### src/rtl/debounce_scan_ctrl_pkg.sv
// Shared definitions for the debounce scan controller: scan FSM encoding,
// a constant-foldable clog2 helper and the default 25 MHz timing values.
package debounce_scan_ctrl_pkg;

  typedef enum logic [0:0] {
    S_IDLE = 1'b0,
    S_SCAN = 1'b1
  } scan_state_t;

  localparam int DEF_NUM_SW       = 4;
  localparam int DEF_TICK_DIV     = 2500;
  localparam int DEF_STABLE_TICKS = 100;

  // Ceiling log2; returns 0 for values <= 1.
  function automatic int clog2(input int value);
    int result;
    result = 0;
    for (int i = 0; i < 31; i++) begin
      if ((1 << i) < value) result = i + 1;
    end
    return result;
  endfunction

endpackage

### src/rtl/debounce_scan_ctrl_rr_arbiter.sv
// Round-robin arbiter: picks the first asserted request at or after ptr,
// wrapping around, and reports it both one-hot and as an index.
module debounce_scan_ctrl_rr_arbiter #(
  parameter int N  = 4,
  parameter int IW = 2
) (
  input  logic [N-1:0]  req,
  input  logic [IW-1:0] ptr,
  output logic [N-1:0]  grant,
  output logic [IW-1:0] grant_idx,
  output logic          any
);

  logic [IW-1:0] cand;

  // Walk offsets from farthest to nearest so the nearest request is the last write.
  always_comb begin
    // NOTE: every output of a combinational block gets a default first, otherwise paths that skip an assignment infer a latch.
    grant     = '0;
    grant_idx = '0;
    any       = 1'b0;
    cand      = '0;
    for (int off = N - 1; off >= 0; off--) begin
      cand = IW'((int'(ptr) + off) % N);
      if (req[cand]) begin
        grant       = '0;
        grant[cand] = 1'b1;
        grant_idx   = cand;
        any         = 1'b1;
      end
    end
  end

endmodule

### src/rtl/debounce_scan_ctrl.sv
// Time-multiplexed debouncer for NUM_SW switches: one scan pass per prescaled tick,
// per-channel stability counters, pending event flags and a valid/ready event port.
module debounce_scan_ctrl
  import debounce_scan_ctrl_pkg::*;
#(
  parameter int NUM_SW       = DEF_NUM_SW,
  parameter int TICK_DIV     = DEF_TICK_DIV,
  parameter int STABLE_TICKS = DEF_STABLE_TICKS,
  localparam int CHW         = (clog2(NUM_SW) > 1) ? clog2(NUM_SW) : 1
) (
  input  logic              i_clk,
  input  logic              i_rst,
  input  logic [NUM_SW-1:0] i_switch,
  output logic [NUM_SW-1:0] o_switch,
  output logic              o_event_valid,
  input  logic              i_event_ready,
  output logic [CHW-1:0]    o_event_id,
  output logic              o_event_press,
  output logic              o_overrun
);

  localparam int CNTW = clog2(STABLE_TICKS);
  localparam int PW   = (clog2(TICK_DIV) > 1) ? clog2(TICK_DIV) : 1;

  localparam logic [CNTW-1:0] CNT_MAX = CNTW'(STABLE_TICKS - 1);
  localparam logic [PW-1:0]   PRE_MAX = PW'(TICK_DIV - 1);
  localparam logic [CHW-1:0]  LAST_CH = CHW'(NUM_SW - 1);

  logic [NUM_SW-1:0] sync1, s_sw;
  logic [PW-1:0]     presc;
  logic              tick;
  scan_state_t       state, state_next;
  logic              scan_en, scan_last;
  logic [CHW-1:0]    ch;
  logic [CNTW-1:0]   cnt [NUM_SW];
  logic [NUM_SW-1:0] pend, dir;
  logic              agree, at_max, commit;
  logic [CHW-1:0]    rr_ptr, grant_idx;
  logic [NUM_SW-1:0] grant;
  logic              grant_any, load, take;

  always_ff @(posedge i_clk) begin
    // NOTE: clocked state uses non-blocking assignments so every flop samples pre-edge values regardless of statement order.
    if (i_rst) begin
      sync1 <= '0;
      s_sw  <= '0;
    end else begin
      sync1 <= i_switch;
      s_sw  <= sync1;
    end
  end

  always_ff @(posedge i_clk) begin
    if (i_rst || tick) presc <= '0;
    else               presc <= presc + PW'(1);
  end

  assign tick = (presc == PRE_MAX);

  // Scan FSM: state register / next state / outputs.
  always_ff @(posedge i_clk) begin
    if (i_rst) state <= S_IDLE;
    else       state <= state_next;
  end

  always_comb begin
    state_next = state;
    case (state)
      S_IDLE:  if (tick) state_next = S_SCAN;
      S_SCAN:  if (ch == LAST_CH) state_next = S_IDLE;
      default: state_next = S_IDLE;
    endcase
  end

  always_comb begin
    scan_en   = (state == S_SCAN);
    scan_last = scan_en && (ch == LAST_CH);
  end

  // Channel index sits at 0 while idle so a new pass always starts at channel 0.
  always_ff @(posedge i_clk) begin
    if (i_rst || !scan_en || scan_last) ch <= '0;
    else                                ch <= ch + CHW'(1);
  end

  assign agree  = (s_sw[ch] == o_switch[ch]);
  assign at_max = (cnt[ch] == CNT_MAX);
  assign commit = scan_en && !agree && at_max;

  always_ff @(posedge i_clk) begin
    if (i_rst) begin
      // NOTE: the count array is cleared on reset because a stale count would shorten the first debounce after reset.
      for (int i = 0; i < NUM_SW; i++) cnt[i] <= '0;
    end else if (scan_en) begin
      if (agree || at_max) cnt[ch] <= '0;
      else                 cnt[ch] <= cnt[ch] + CNTW'(1);
    end
  end

  always_ff @(posedge i_clk) begin
    if (i_rst)       o_switch     <= '0;
    else if (commit) o_switch[ch] <= s_sw[ch];
  end

  debounce_scan_ctrl_rr_arbiter #(
    .N  (NUM_SW),
    .IW (CHW)
  ) u_rr_arbiter (
    .req       (pend),
    .ptr       (rr_ptr),
    .grant     (grant),
    .grant_idx (grant_idx),
    .any       (grant_any)
  );

  assign load = !o_event_valid || i_event_ready;
  assign take = load && grant_any;

  // A commit on the channel being granted this cycle wins: its flag is set again last.
  always_ff @(posedge i_clk) begin
    if (i_rst) begin
      pend <= '0;
      dir  <= '0;
    end else begin
      if (take) pend <= pend & ~grant;
      if (commit) begin
        pend[ch] <= 1'b1;
        dir[ch]  <= s_sw[ch];
      end
    end
  end

  always_ff @(posedge i_clk) begin
    if (i_rst) o_overrun <= 1'b0;
    else       o_overrun <= commit && pend[ch] && !(take && (grant_idx == ch));
  end

  always_ff @(posedge i_clk) begin
    if (i_rst) begin
      o_event_valid <= 1'b0;
      o_event_id    <= '0;
      o_event_press <= 1'b0;
      rr_ptr        <= '0;
    end else if (load) begin
      o_event_valid <= grant_any;
      if (grant_any) begin
        o_event_id    <= grant_idx;
        o_event_press <= dir[grant_idx];
        rr_ptr        <= (grant_idx == LAST_CH) ? '0 : grant_idx + CHW'(1);
      end
    end
  end

endmodule

### config.mk
export PLATFORM = sky130hd
export DESIGN_NAME = debounce_scan_ctrl
export DESIGN_NICKNAME = d
export VERILOG_FILES = /design/src/rtl/debounce_scan_ctrl_pkg.sv /design/src/rtl/debounce_scan_ctrl_rr_arbiter.sv /design/src/rtl/debounce_scan_ctrl.sv
export SDC_FILE = /design/constraint.sdc
export NUM_CORES = 1
export LEC_CHECK = 0
export ABC_AREA = 1
export CAP_MARGIN = 20
export CORE_MARGIN = 10
export CORE_UTILIZATION = 65
export DETAILED_ROUTE_END_ITERATION = 10
export PLACE_DENSITY = 0.9
export REMOVE_ABC_BUFFERS = 1
export SLEW_MARGIN = 15
export SYNTH_ARGS = -nofsm -noshare
export SYNTH_HDL_FRONTEND = slang
export SYNTH_SLANG_ARGS = --single-unit
### constraint.sdc
create_clock -name i_clk -period 3.7 [get_ports i_clk]
set_clock_uncertainty 0.2 [all_clocks]
set_input_delay 0.74 -clock i_clk [delete_from_list [all_inputs] [get_ports i_clk]]
set_output_delay 0.74 -clock i_clk [all_outputs]
set_load 0.02 [all_outputs]
[Word level (Yosys, flattened, before mapping)]
Memory sizes are Yosys's and may differ from the RTL's. A register that Yosys moved wholly into a read port is not among the register bits.
Cells that the tools add are included.
Word-level totals
  memories kept: 1
  memory bits (read-only): 0
  memory bits (writable): 28
  output and inout port bits: 9
  latch bits: 0
  flip-flop bits (word level): 42
  bits of input ports: 7
  word-level logic and storage cells: 128
Memories
  cnt: words 4, width 7, read ports 1, clocked after Yosys merged registers in 1, wr ports 4, line debounce_scan_ctrl.sv:35  | logic [CNTW-1:0] cnt [NUM_SW];
Operators by class
  shift operators: 0
  div/mod/pow operators: 0
  eq/ne operators: 6
  multipliers: 0
  add/sub/neg operators: 7
  reductions and logical operators: 23
  mux-type cells: 62
  $lt $le $gt $ge: 11
  bitwise operators: 5
Operators by type and width (number)
  two-way mux 1 bit: 30
  two-way mux 4 bit: 7
  < comparator 2 x 3 -> 1 bit (second input constant): 6
  binary-select mux 1 bit (select 2 bit): 8
  two-way mux 2 bit: 7
  two-way mux 7 bit: 2
  adder 12 x 1 -> 12 bit (second input constant): 1
  equality test 12 bit (second input constant): 1
  logical AND 1 bit: 12
  demux 1 bit (select 2 bit): 5
  >= comparator 2 x 1 -> 1 bit (second input constant): 5
  bitwise mux 4 bit: 2
  adder 7 x 1 -> 7 bit (second input constant): 1
  equality test 7 bit (second input constant): 1
  OR reduction 7 bit: 1
  adder 2 x 1 -> 2 bit (second input constant): 3
  logical OR 1 bit: 5
  adder 2 bit (second input constant): 2
  AND 4 bit: 1
  equality test 2 bit (second input constant): 2
  logical NOT 1 bit: 4
  NOT 4 bit: 1
  OR 4 bit: 1
  equality test 2 bit: 1
  other kinds (5): 5

[Logic depth before layout (Yosys ltp)]
  word-level depth: 15
  gate-level depth with buffers: 15

[By module]
A second synthesis with hierarchy kept.
Unflattened totals
  cells, all modules: 491
  area total of the unflattened synthesis: 3747.3 um^2
Modules (own cells, without submodules)
  debounce_scan_ctrl: cells an instance 404, instances 1, seq. area each 1601.5 um^2, area an instance 3260.6 um^2
  debounce_scan_ctrl_rr_arbiter: cells an instance 87, instances 1, seq. area each 0.0 um^2, area an instance 486.7 um^2

[Worst setup path before layout]
No wires, ideal clock.
  kind: reg2reg
  start: reg ch[0]
  end: mem cnt[1][4] (netlist bit) (data pin)
  path slack: 1423 ps
  arrival time: 1816 ps
  period minus slack after synthesis: 2277 ps
  stages on the path, launching flop included: 11
  required time: 3240 ps
  path through: dfxtp_1 > buf_4 > or2_2 > a31oi_1 > inv_1 > ha_1 > inv_1 > nor2_1 > or2_2 > nand3_2 > nor2_1
RTL lines
  from (decl): line debounce_scan_ctrl.sv:34  | logic [CHW-1:0] ch;
  from (signal assigned): line debounce_scan_ctrl.sv:83  | else ch <= ch + CHW'(1);
  to (decl): line debounce_scan_ctrl.sv:35

==> impl_metrics.toml <==
[power_and_ir_drop]
power_leakage_nw = 1.59
ir_drop_v = 0.000452
p_per_area_nw_per_um2 = 514

[timing]
fin_crit_ns = 2.84
fin_tns_setup_ns = 0
tightestPinTransition_ns = 0.909
relSlewSlack_pct = 38.8
period_share_pct = 76.8
finalSetupViolCount = 0
finalHoldViolations = 0
rsz0062_at_grt = "false"
drv_slew = 0
clock.fmax_mhz = 352

[setup_path]
cp_top_family = "simple AND/OR/NAND/NOR gates"
crit_buf_inv = 4
critPathMaxStageDelay_ns = 0.57
timing.critical_path.from_type = "register"
crit_fanout = 17
cp-startpoint = "ch[0]"
cp.required_ns = 3.70
rr_startpoint = "ch[0]"
critPathSlowestCell = "dfxtp_1"
endpoint_kind = "register"
worstSetupPathType = "reg2reg"
cp.arrival_ns = 2.84
crit_chain = "inv_2, or2_2, a31oi_1, inv_1, ha_1, inv_1, nor2_1, nand3_2, nand2_2, inv_2, nand3_2, nor2_1"

[floorplan]
rows = 26
core_area_sq_um = 5140
dieArea_sq_um = 8620
start_util_pct = 67.1
die_x_um = 92.9
die_h_um = 92.9
ios = 16

[logic_synthesis]
synthXorXnorAreaFrac_pct = 1.02
synth.area.top_cells = "edfxtp_1, dfxtp_1, nand2_1, nor2_1, inv_1"
synthArstFlopShare_pct = 0
synth_edf_count = 28
synth_area_sq_um = 3450
synth_cell_types = 36
yosysMostFrequentCell = "nand2_1"
synthTopCellsByCount = "nand2_1, nor2_1, inv_1"
syn_inst = 446
synthMuxAreaShare_pct = 0
synthAdderAreaFrac_pct = 5.08
yosys_register_bits = 66
synth_compound_area_share_pct = 9.90
synth_warnings = 0
synth_area_per_cell_sq_um = 7.74
synth_seq_area_share_pct = 46.4
synth_top_family_by_area = "simple AND/OR/NAND/NOR gates"
yosys.area_share.simple_pct = 28.9
synth_top_area_share_pct = 24.4
synth_flop_cell = "dfxtp_1"
netlist.top_cell.by_area = "edfxtp_1"

[cells_and_area]
syn2layout_area_growth_pct = 11.2
antenna_cells = 0
finalNetCount = 487
design_area_sq_um = 3840
fill_cells = 387
drive_above_1_share_pct = 9.55

[global_routing]
antenna_found_initial = 0
track_usage_pct = 18.5
grt_overflow = 0
grt_max_degree = 18
grt_pass1_wl_um = 12800
grt_pass1_vias = 2863

[place]
place_hpwl_um = 5670
io_buffers = 15
gp_congestion = 0.904
post_dp_cell_area_sq_um = 3660

[detailed_routing]
vias = 2997
wl_per_cell_um = 14.1
drc = 0
drt_iter0_drc = 419
wl_um = 7610
ant_nets = 0
first_pass_iters = 5
via_per_inst = 5.54

[run]
maxCapViolations = 0

[cts]
ctsHoldBuffers = 0
post-cts-setup-buffer-count = 0
cts_resized = 0
cts_buffer_depth = 2
root_buffer = "clkbuf_8"
path_clk_slew_ns = 0.07
htreeDepth = 3
numCtsBuffers = 9
cts.sinks = 66
clkLatencyLatePin_ns = 0.35
cts_tree = "yes"

[min_path]
hold_start = "sync1[1]"
min_path_type = "reg2reg"

[run_status]
status = "complete, no violations"
## power by group
part           internal [W]  switching, W
registers          0.000801     0.0000404
logic              0.000195      0.000383
clock network      0.000279      0.000273
## per-layer routing
metal	share of wire (%)	wire length, um	track usage (%)	vias to the layer above
met1	42	3170	22.4	1366
met2	49	3710	30.3	126
met5	0	0	0	-
li1	-	-	-	1481
met3	6.4	484	3.07	24
met4	3.3	249	10.8	0
## sequential cells by signal, indices dropped and copies added (netlist names)
register,count
o_event_valid,1
o_event_press,1
ch,2
pend,4
sync1,4
scan_en,1
o_event_id,2
presc,12
o_overrun,1
rr_ptr,2
s_sw,4
cnt,28
o_switch,4
## final timing paths
check             slack, ns        end  cells after the start
setup / recovery       0.86  cnt[0][4]                     12
hold / removal         0.21    s_sw[1]                      2
setup reg to reg       0.86  cnt[0][4]                     12
hold reg to reg        0.21    s_sw[1]                      2
## cells by family after synthesis
family | count (synthesis)
compound gates | 61
xor+xnor | 4
fa+ha+maj | 14
buf+inv | 75
flops | 66
simple gates | 226
## final cells by class
| type | count | area (sq um) | share of cell area, % |
|---|---|---|---|
| clock inverter | 5 | 27.5 | 0.717 |
| clock buffer | 11 | 153 | 3.98 |
| sequential | 66 | 1600 | 41.7 |
| multi-input combinational | 305 | 1550 | 40.4 |
| tap | 70 | 87.6 | 2.28 |
| inverter | 66 | 248 | 6.45 |
| timing repair buffer | 18 | 173 | 4.50 |
## cells in the final DEF (no fill, tap or decap), drive strengths merged, types with 3 or more instances in the layout
cell type      synthesis  layout
nand2                 90      90
nor2                  81      81
inv                   66      66
dfxtp                 38      38
nand3                 32      32
edfxtp                28      28
a21oi                 27      27
o21ai                 25      25
clkdlybuf4s50          0      15
ha                    14      14
clkbuf                 4      11
nand4                  7       7
or2                    6       6
nor3                   6       6
clkinv                 0       5
xor2                   3       3
nor4                   3       3
buf                    5       3
o22ai                  3       3
## worst reg2reg max path, stage by stage, from the launching register on
cell and delay (ns):
dfxtp_1 0.57, inv_2 0.25, or2_2 0.34, a31oi_1 0.21
inv_1 0.09, ha_1 0.20, inv_1 0.10, nor2_1 0.06
nand3_2 0.14, nand2_2 0.11, inv_2 0.14, nand3_2 0.14
nor2_1 0.14
## per-stage QoR
| step | setup slack [ns] | util (%) | total power (W) | hold WS, ns | std cells |
|---|---|---|---|---|---|
| final | 0.859 | 74.7 | 0.00197 | 0.209 | 541 |
| after global placement | 0.945 | 71.2 | 0.00140 | 0.192 | 525 |
| after detailed placement | 0.918 | 71.2 | 0.00143 | 0.203 | 525 |
| after floorplan | 1.00 | - | 0.00126 | 0.188 | 437 |
| after global routing | 0.682 | 74.7 | 0.00208 | 0.228 | 541 |
| after CTS | 0.901 | 74.7 | 0.00196 | 0.212 | 541 |
(Power assumes the default switching activity.)
